==> src/rtl/cpu_pkg.sv <==
// Shared definitions for the hmc-6502 interrupt-entry sequencer:
// state and source enums, datapath select encodings and default vectors.
package cpu_pkg;

   typedef enum logic [2:0] {
      ST_HOLD,
      ST_IDLE,
      ST_PUSH_PCH,
      ST_PUSH_PCL,
      ST_PUSH_P,
      ST_VEC_LO,
      ST_VEC_HI
   } int_state_t;

   typedef enum logic [1:0] {
      SRC_RESET = 2'b00,
      SRC_NMI   = 2'b01,
      SRC_BRK   = 2'b10,
      SRC_IRQ   = 2'b11
   } int_src_t;

   localparam logic [1:0] ADDR_NONE   = 2'b00;
   localparam logic [1:0] ADDR_STACK  = 2'b01;
   localparam logic [1:0] ADDR_VECTOR = 2'b10;

   localparam logic [1:0] PSEL_PCH = 2'b00;
   localparam logic [1:0] PSEL_PCL = 2'b01;
   localparam logic [1:0] PSEL_P   = 2'b10;

   localparam logic [15:0] DEF_VEC_NMI   = 16'hFFFA;
   localparam logic [15:0] DEF_VEC_RESET = 16'hFFFC;
   localparam logic [15:0] DEF_VEC_IRQ   = 16'hFFFE;

endpackage

==> src/rtl/nmi_edge.sv <==
// NMI falling-edge detector with a pending flag; a new edge on the same
// cycle as a clear keeps the flag set.
module nmi_edge
   import cpu_pkg::*;
(
   input  logic ph1,
   input  logic reset,
   input  logic nmi_b,
   input  logic clr,
   output logic pending
);

   logic r_nmiPrev;
   logic r_pending;
   logic w_fall;

   assign w_fall  = r_nmiPrev & ~nmi_b;
   // An edge arriving this cycle is already visible to the arbiter and hijack logic.
   assign pending = r_pending | w_fall;

   always_ff @(posedge ph1 or negedge reset) begin
      if (!reset) begin
         r_nmiPrev <= 1'b1;
         r_pending <= 1'b0;
      end else begin
         r_nmiPrev <= nmi_b;
         r_pending <= w_fall | (r_pending & ~clr);
      end
   end

endmodule

==> src/rtl/interrupt_sequencer.sv <==
// Interrupt-entry sequencer: arbitrates reset/NMI/BRK/IRQ and walks the
// datapath through the three pushes and two vector fetches.
module interrupt_sequencer
   import cpu_pkg::*;
#(
   parameter logic [15:0] VEC_NMI   = DEF_VEC_NMI,
   parameter logic [15:0] VEC_RESET = DEF_VEC_RESET,
   parameter logic [15:0] VEC_IRQ   = DEF_VEC_IRQ
)
(
   input  logic        ph1,
   input  logic        reset,
   input  logic        nmi_b,
   input  logic        irq_b,
   input  logic        p_i,
   input  logic        brk_req,
   input  logic        last_cycle,
   output logic        int_busy,
   output logic        stack_wr,
   output logic        sp_dec,
   output logic [1:0]  addr_sel,
   output logic [1:0]  push_sel,
   output logic [15:0] vec_addr,
   output logic        pc_ld_lo,
   output logic        pc_ld_hi,
   output logic        set_i,
   output logic        b_flag,
   output logic [1:0]  int_src
);

   int_state_t  r_state;
   int_src_t    r_src;
   logic        r_hijack;
   logic        w_nmiPending;
   logic        w_hijack;
   logic        w_nmiClr;
   logic [15:0] w_vecBase;

   assign w_hijack  = w_nmiPending & ((r_src == SRC_BRK) | (r_src == SRC_IRQ));
   assign w_nmiClr  = (r_state == ST_PUSH_P) & ((r_src == SRC_NMI) | w_hijack);
   assign w_vecBase = ((r_src == SRC_NMI) || r_hijack) ? VEC_NMI :
                      (r_src == SRC_RESET)             ? VEC_RESET : VEC_IRQ;

   nmi_edge u_nmiEdge (
      .ph1     (ph1),
      .reset   (reset),
      .nmi_b   (nmi_b),
      .clr     (w_nmiClr),
      .pending (w_nmiPending)
   );

   always_ff @(posedge ph1 or negedge reset) begin
      if (!reset) begin
         r_state  <= ST_HOLD;
         r_src    <= SRC_RESET;
         r_hijack <= 1'b0;
      end else begin
         case (r_state)
            ST_HOLD:     r_state <= ST_PUSH_PCH;
            ST_IDLE: begin
               if (last_cycle) begin
                  if (brk_req) begin
                     r_src   <= SRC_BRK;
                     r_state <= ST_PUSH_PCH;
                  end else if (w_nmiPending) begin
                     r_src   <= SRC_NMI;
                     r_state <= ST_PUSH_PCH;
                  end else if (!irq_b && !p_i) begin
                     r_src   <= SRC_IRQ;
                     r_state <= ST_PUSH_PCH;
                  end
               end
            end
            ST_PUSH_PCH: r_state <= ST_PUSH_PCL;
            ST_PUSH_PCL: r_state <= ST_PUSH_P;
            ST_PUSH_P: begin
               r_state  <= ST_VEC_LO;
               r_hijack <= w_hijack;
            end
            ST_VEC_LO:   r_state <= ST_VEC_HI;
            ST_VEC_HI:   r_state <= ST_IDLE;
            default:     r_state <= ST_IDLE;
         endcase
      end
   end

   // Reset entry performs dummy pushes: SP still walks down but nothing is written.
   always_comb begin
      int_busy = 1'b1;
      stack_wr = 1'b0;
      sp_dec   = 1'b0;
      addr_sel = ADDR_NONE;
      push_sel = PSEL_PCH;
      vec_addr = 16'h0000;
      pc_ld_lo = 1'b0;
      pc_ld_hi = 1'b0;
      set_i    = 1'b0;
      case (r_state)
         ST_HOLD:     vec_addr = VEC_RESET;
         ST_IDLE:     int_busy = 1'b0;
         ST_PUSH_PCH: begin
            stack_wr = (r_src != SRC_RESET);
            sp_dec   = 1'b1;
            addr_sel = ADDR_STACK;
            push_sel = PSEL_PCH;
         end
         ST_PUSH_PCL: begin
            stack_wr = (r_src != SRC_RESET);
            sp_dec   = 1'b1;
            addr_sel = ADDR_STACK;
            push_sel = PSEL_PCL;
         end
         ST_PUSH_P: begin
            stack_wr = (r_src != SRC_RESET);
            sp_dec   = 1'b1;
            addr_sel = ADDR_STACK;
            push_sel = PSEL_P;
         end
         ST_VEC_LO: begin
            addr_sel = ADDR_VECTOR;
            vec_addr = w_vecBase;
            pc_ld_lo = 1'b1;
         end
         ST_VEC_HI: begin
            addr_sel = ADDR_VECTOR;
            vec_addr = w_vecBase + 16'd1;
            pc_ld_hi = 1'b1;
            set_i    = 1'b1;
         end
         default:     int_busy = 1'b0;
      endcase
   end

   assign int_src = r_src;
   assign b_flag  = (r_src == SRC_BRK);

endmodule

==> config.mk <==
export PLATFORM = sky130hd
export DESIGN_NAME = interrupt_sequencer
export DESIGN_NICKNAME = d
export VERILOG_FILES = /design/src/rtl/cpu_pkg.sv /design/src/rtl/nmi_edge.sv /design/src/rtl/interrupt_sequencer.sv
export SDC_FILE = /design/constraint.sdc
export NUM_CORES = 1
export LEC_CHECK = 0
export ABC_CLOCK_PERIOD_IN_PS = 2200
export CORE_ASPECT_RATIO = 1.1
export CORE_MARGIN = 10
export CORE_UTILIZATION = 28
export CTS_CLUSTER_SIZE = 40
export DETAILED_ROUTE_END_ITERATION = 10
export GPL_TIMING_DRIVEN = 0
export SLEW_MARGIN = 5
export SYNTH_ARGS = -nofsm -noshare
export SYNTH_HDL_FRONTEND = slang
export SYNTH_SLANG_ARGS = --single-unit
==> constraint.sdc <==
create_clock -name ph1 -period 2.2 [get_ports ph1]
set_input_delay 0.44 -clock ph1 [delete_from_list [all_inputs] [get_ports ph1]]
set_output_delay 0.44 -clock ph1 [all_outputs]
set_load 0.02 [all_outputs]
### After elaboration in Yosys (flattened, before gate mapping)

Cells that the tools add are included.
W data, S select, Z words.

| operators by class | value |
|---|---|
| equality and inequality tests | 11 |
| reduce and logical (&&, ||, !) cells | 13 |
| mux-type cells | 18 |
| multiply operators | 0 |
| $lt $le $gt $ge | 0 |
| bitwise gates (word level) | 10 |
| shifts and indexed selects | 0 |
| $add $sub $neg | 1 |
| divide/modulo/power cells | 0 |

Operators with widths:

| kind | number |
|---|---|
| $pmux W16 S3 | 1 |
| $pmux W3 S6 | 1 |
| $mux W3 | 5 |
| $eq A3 B3 Y1 const B | 3 |
| $mux W2 | 4 |
| $pmux W2 S2 | 2 |
| $eq A3 B2 Y1 const B | 2 |
| $reduce_or A6 Y1 | 1 |
| $add A4 B2 Y5 const B | 1 |
| $mux W1 | 5 |
| $and A1 B1 Y1 | 4 |
| $eq A2 B2 Y1 const B | 2 |
| $ne A4 B4 Y1 const B | 1 |
| $or A1 B1 Y1 | 4 |
| $eq A3 B1 Y1 const B | 1 |
| $logic_not A3 Y1 | 1 |
| $reduce_and A3 Y1 | 1 |
| $reduce_bool A3 Y1 | 1 |
| $reduce_or A3 Y1 | 1 |
| $eq A2 B1 Y1 const B | 1 |
| $logic_not A1 Y1 | 2 |
| $logic_not A2 Y1 | 1 |
| $ne A2 B2 Y1 const B | 1 |
| $not A1 Y1 | 2 |
| other kinds (5) | 5 |

| word-level totals | value |
|---|---|
| memories kept | 0 |
| bits in read-only memories | 0 |
| flip-flop bits (word level) | 8 |
| memory bits (writable) | 0 |
| latch bits | 0 |
| output and inout port bits | 29 |

### Longest topological paths before layout

| logic depth | value |
|---|---|
| depth after elaboration | 9 |
| mapped depth | 5 |
| depth with buffers taken out | 3 |

### Hierarchy

A second synthesis with hierarchy kept.

| second synthesis, totals | value |
|---|---|
| cells, all modules | 71 |
| area total of the unflattened synthesis | 660.6 sq um |

By module, submodules not included:

| module | cells an instance | times used | area an instance (sq um) |
|---|---|---|---|
| interrupt_sequencer | 65 | 1 | 590.6 |
| nmi_edge | 6 | 1 | 70.1 |

### Worst setup path before layout

No wires, ideal clock.

| path | value |
|---|---|
| kind | reg2out |
| start | register r_state[2] |
| end | output port vec_addr[10] |
| setup slack | 0.370 ns |
| data required time | 1.760 ns |
| cell stages (with the launch flop) | 4 |
| data arrival time | 1.390 ns |
| path through | dfrtp_1 -> or3_1 -> nand2_1 -> buf_4 |

| on the way | value |
|---|---|
| word-level cells in the longest chain between the ends | 2 |

RTL lines:

| element | RTL line | RTL |
|---|---|---|
| from (decl) | interrupt_sequencer.sv:31 | `int_state_t r_state;` |
| from (signal assigned) | interrupt_sequencer.sv:54 | `r_state <= ST_HOLD;` |
| from (signal assigned) | interrupt_sequencer.sv:59 | `ST_HOLD: r_state <= ST_PUSH_PCH;` |
| from (signal assigned) | interrupt_sequencer.sv:64 | `r_state <= ST_PUSH_PCH;` |
| $eq A3 B3 Y1 or $logic_not A3 Y1 (tied branches) | interrupt_sequencer.sv:98 | `case (r_state)` |
| $pmux W16 S3 (*) | interrupt_sequencer.sv:98 |  |
| to (decl) | interrupt_sequencer.sv:23 | `output logic [15:0] vec_addr,` |

Every way passes the cells marked *; elsewhere a longest branch is shown, timed or not.

### Final worst setup path

| path | value |
|---|---|
| start | register r_state[1] |
| end | output port vec_addr[7] |

The elaborated chain is that of the path after synthesis.

==> flow_summary.ini <==
[cells_and_area]
post_route_cells_drive_above_1_share_pct = 38.5
finish.net_count = 117
antenna_cells = 0
syn_to_final_growth_pct = 63.0
fin_area_um2 = 955

[yosys]
synth_common_cells = 14 x buf_4, 7 x dfrtp_1, 7 x nor2_1, 6 x nand2_1
syn-num-nets = 77
synth_area_leaders = dfrtp_1 30%, buf_4 18%, dfstp_2 4.5%, nor2_1 4.5%, nor2b_1 4.3%
yosys.area.top_type = dfrtp_1
synth_area_um2 = 586
synth_ff_type = dfrtp_1
synth_cell_types = 30
yosys.area.top_type_share_pct = 29.9
yosysWarnings = 0
ys_seq_elements = 8
syn_inst = 70
synthArstFlopShare_pct = 100
ys_seq_area_share_pct = 34.4
synth.most_common_cell = buf_4
synth_edf_count = 0
syn_area_per_cell_um2 = 8.37

[critical_path]
reg2reg_to = u_nmiEdge.r_pending
cp.arrival_ns = 1.68
crit_required_ns = 1.76
reg2regPathDepth = 5
crit_type = register to primary output
cp-start-kind = register
r2r_start = r_state[1]
worst-r2r-setup-slack_ns = 0.87
worstSetupEndpointType = primary output
crit_fanout = 13

[global_route]
grt_pass1_vias = 591
antenna_found_initial = 0
grt_usage_pct = 8.18
grt_remaining_overflow = 0
grt_pass1_wl_um = 2860
grt_max_degree = 14

[clocking]
cts_tree = built
root_buffer = clkbuf_4
clockBufferDepth = 2
cts.sinks = 8
clock_latency_ns = 0.26
h-tree-depth = 1
cts.clk_slew.worst_paths_ns = 0.07
cts_buffers = 3
cts_setup_buffers = 0

[min_path]
hold_class = input pin to async pin

[placed_design]
gp_congestion = 0.792
port_buffers = 35
placed_cell_area_um2 = 971
dp_hpwl_um = 1400

[detailed_routing]
wl_um = 1710
wl_per_cell_um = 12.5
drt_pass1_iterations = 2
dr_total_vias = 592
via_per_inst = 4.32
ant_nets = 0
drt_iter0_drc = 11
drc_errors = 0

[sta]
max_freq_ghz = 0.472
hold_viol = 0
rsz0062_at_grt = true
min_period_ns = 2.12
timing.final.crit_share_pct = 96.2
worst_pin_slew_ns = 0.450
setup_viol_count_final = 0
clock_skew_ns = 0.00550
setup_total_negative_slack_ns = 0
slew_headroom_pct = 69.6
slew_violations = 0

[status]
status = completed

[run]
maxCapViolCount = 0

[die]
dieArea_um2 = 4320
die_h_um = 68.0
io_pins = 36
dieWidth_um = 63.6
initial_core_util_pct = 29.3
fp-row-count = 17
coreArea_um2 = 2000
worst max-delay path by stage:
stage                    to  slack (ns)  depth (start not counted)  startpoint
2_1_floorplan  vec_addr[10]        0.37                          3  r_state[2]
3_3_place_gp    vec_addr[5]       -0.17                          4  r_state[0]
3_5_place_dp    vec_addr[5]       -0.19                          4  r_state[0]
4_1_cts            stack_wr       0.004                          5  r_state[1]
5_1_grt         vec_addr[7]      -0.002                          5  r_state[1]
6_report        vec_addr[7]        0.08                          5  r_state[1]
sequential cells by signal, summed over array words and instances, names as in the netlist:
register and flops:
u_nmiEdge.r_nmiPrev 1, r_hijack 1, r_state 3, int_src 2, u_nmiEdge.r_pending 1
critical path: stages, from the launching register on:
cell and delay, ns:
dfrtp_1 0.35, buf_2 0.17, or3_1 0.38, nand2_4 0.15
buf_4 0.12, clkdlybuf4s15_2 0.25
cell usage in the layout (no fill, tap or decap):
| cell type | count |
|---|---|
| a21oi_1 | 1 |
| a221oi_1 | 1 |
| a31o_2 | 1 |
| and2_1 | 1 |
| buf_2 | 2 |
| buf_4 | 15 |
| clkbuf_1 | 1 |
| clkbuf_2 | 11 |
| clkbuf_4 | 3 |
| clkdlybuf4s15_1 | 2 |
| clkdlybuf4s15_2 | 3 |
| clkdlybuf4s50_1 | 10 |
| dfrtp_1 | 5 |
| dfrtp_2 | 2 |
| dfstp_2 | 1 |
| dlygate4sd2_1 | 5 |
| dlymetal6s2s_1 | 3 |
| inv_1 | 4 |
| inv_2 | 1 |
| maj3_1 | 1 |
| mux2i_1 | 1 |
| nand2_1 | 5 |
| nand2_4 | 1 |
| nand2b_1 | 2 |
| nand3_1 | 1 |
| nand4bb_1 | 1 |
| nor2_1 | 7 |
| nor2b_1 | 4 |
| nor3_1 | 1 |
| nor4_1 | 1 |
| o21ai_0 | 3 |
| o21ai_1 | 1 |
| o21ai_2 | 1 |
| o21ba_2 | 1 |
| o22a_1 | 1 |
| o31ai_1 | 1 |
| o41ai_1 | 1 |
| or3_1 | 1 |
| or3b_1 | 1 |
| xor2_1 | 1 |
logic make-up (layout without fill, tap and decap cells):
family,after synthesis,count (layout),synth area share [%]
compound gates,12,12,14.7
xor+xnor,1,1,1.50
fa+ha+maj,1,1,1.71
buf+inv,21,60,22.9
flops,8,8,34.4
mux,1,1,1.71
simple gates,26,26,23.1
through the flow:
step / util, % / hold slack, ns / worst slack [ns] / std cells
finish: 47.7 / 0.468 / 0.0826 / 137
global route: 47.7 / 0.492 / -0.00191 / 137
CTS: 49.9 / 0.479 / 0.00409 / 137
detailed placement: 48.6 / 0.514 / -0.185 / 133
global placement: 48.6 / 0.495 / -0.166 / 133
floorplan: - / 0.144 / 0.370 / 70
what timing repair did:
| action | in CTS | in global routing |
|---|---|---|
| setup endpoints to repair | 21 | 17 |
| gates resized for setup | 42 | 19 |
| endpoints found under the hold margin | 0 | 0 |
| hold buffers | 0 | 0 |
| gates cloned | 0 | 0 |
final cells by class:
class	count	area [um^2]
well taps	28	35.0
flip-flops and latches	8	204
repair buffers	35	298
plain buffers	16	115
multi-input cells	41	258
clock buffers	4	26.3
fillers	230	1040
inverters	5	18.8
per-layer routing:
| metal | vias to the layer above | global-route usage (%) | share of wire, % |
|---|---|---|---|
| met1 | 255 | 8.31 | 44 |
| met4 | 0 | 4.10 | 0.70 |
| met2 | 34 | 11.8 | 38 |
| li1 | 301 | - | - |
| met3 | 2 | 6.85 | 18 |
| met5 | - | 0 | 0 |
Power is left out: the tool's default activity adds up to more than one toggle a clock period on the data nets, which glitch-free logic cannot reach.
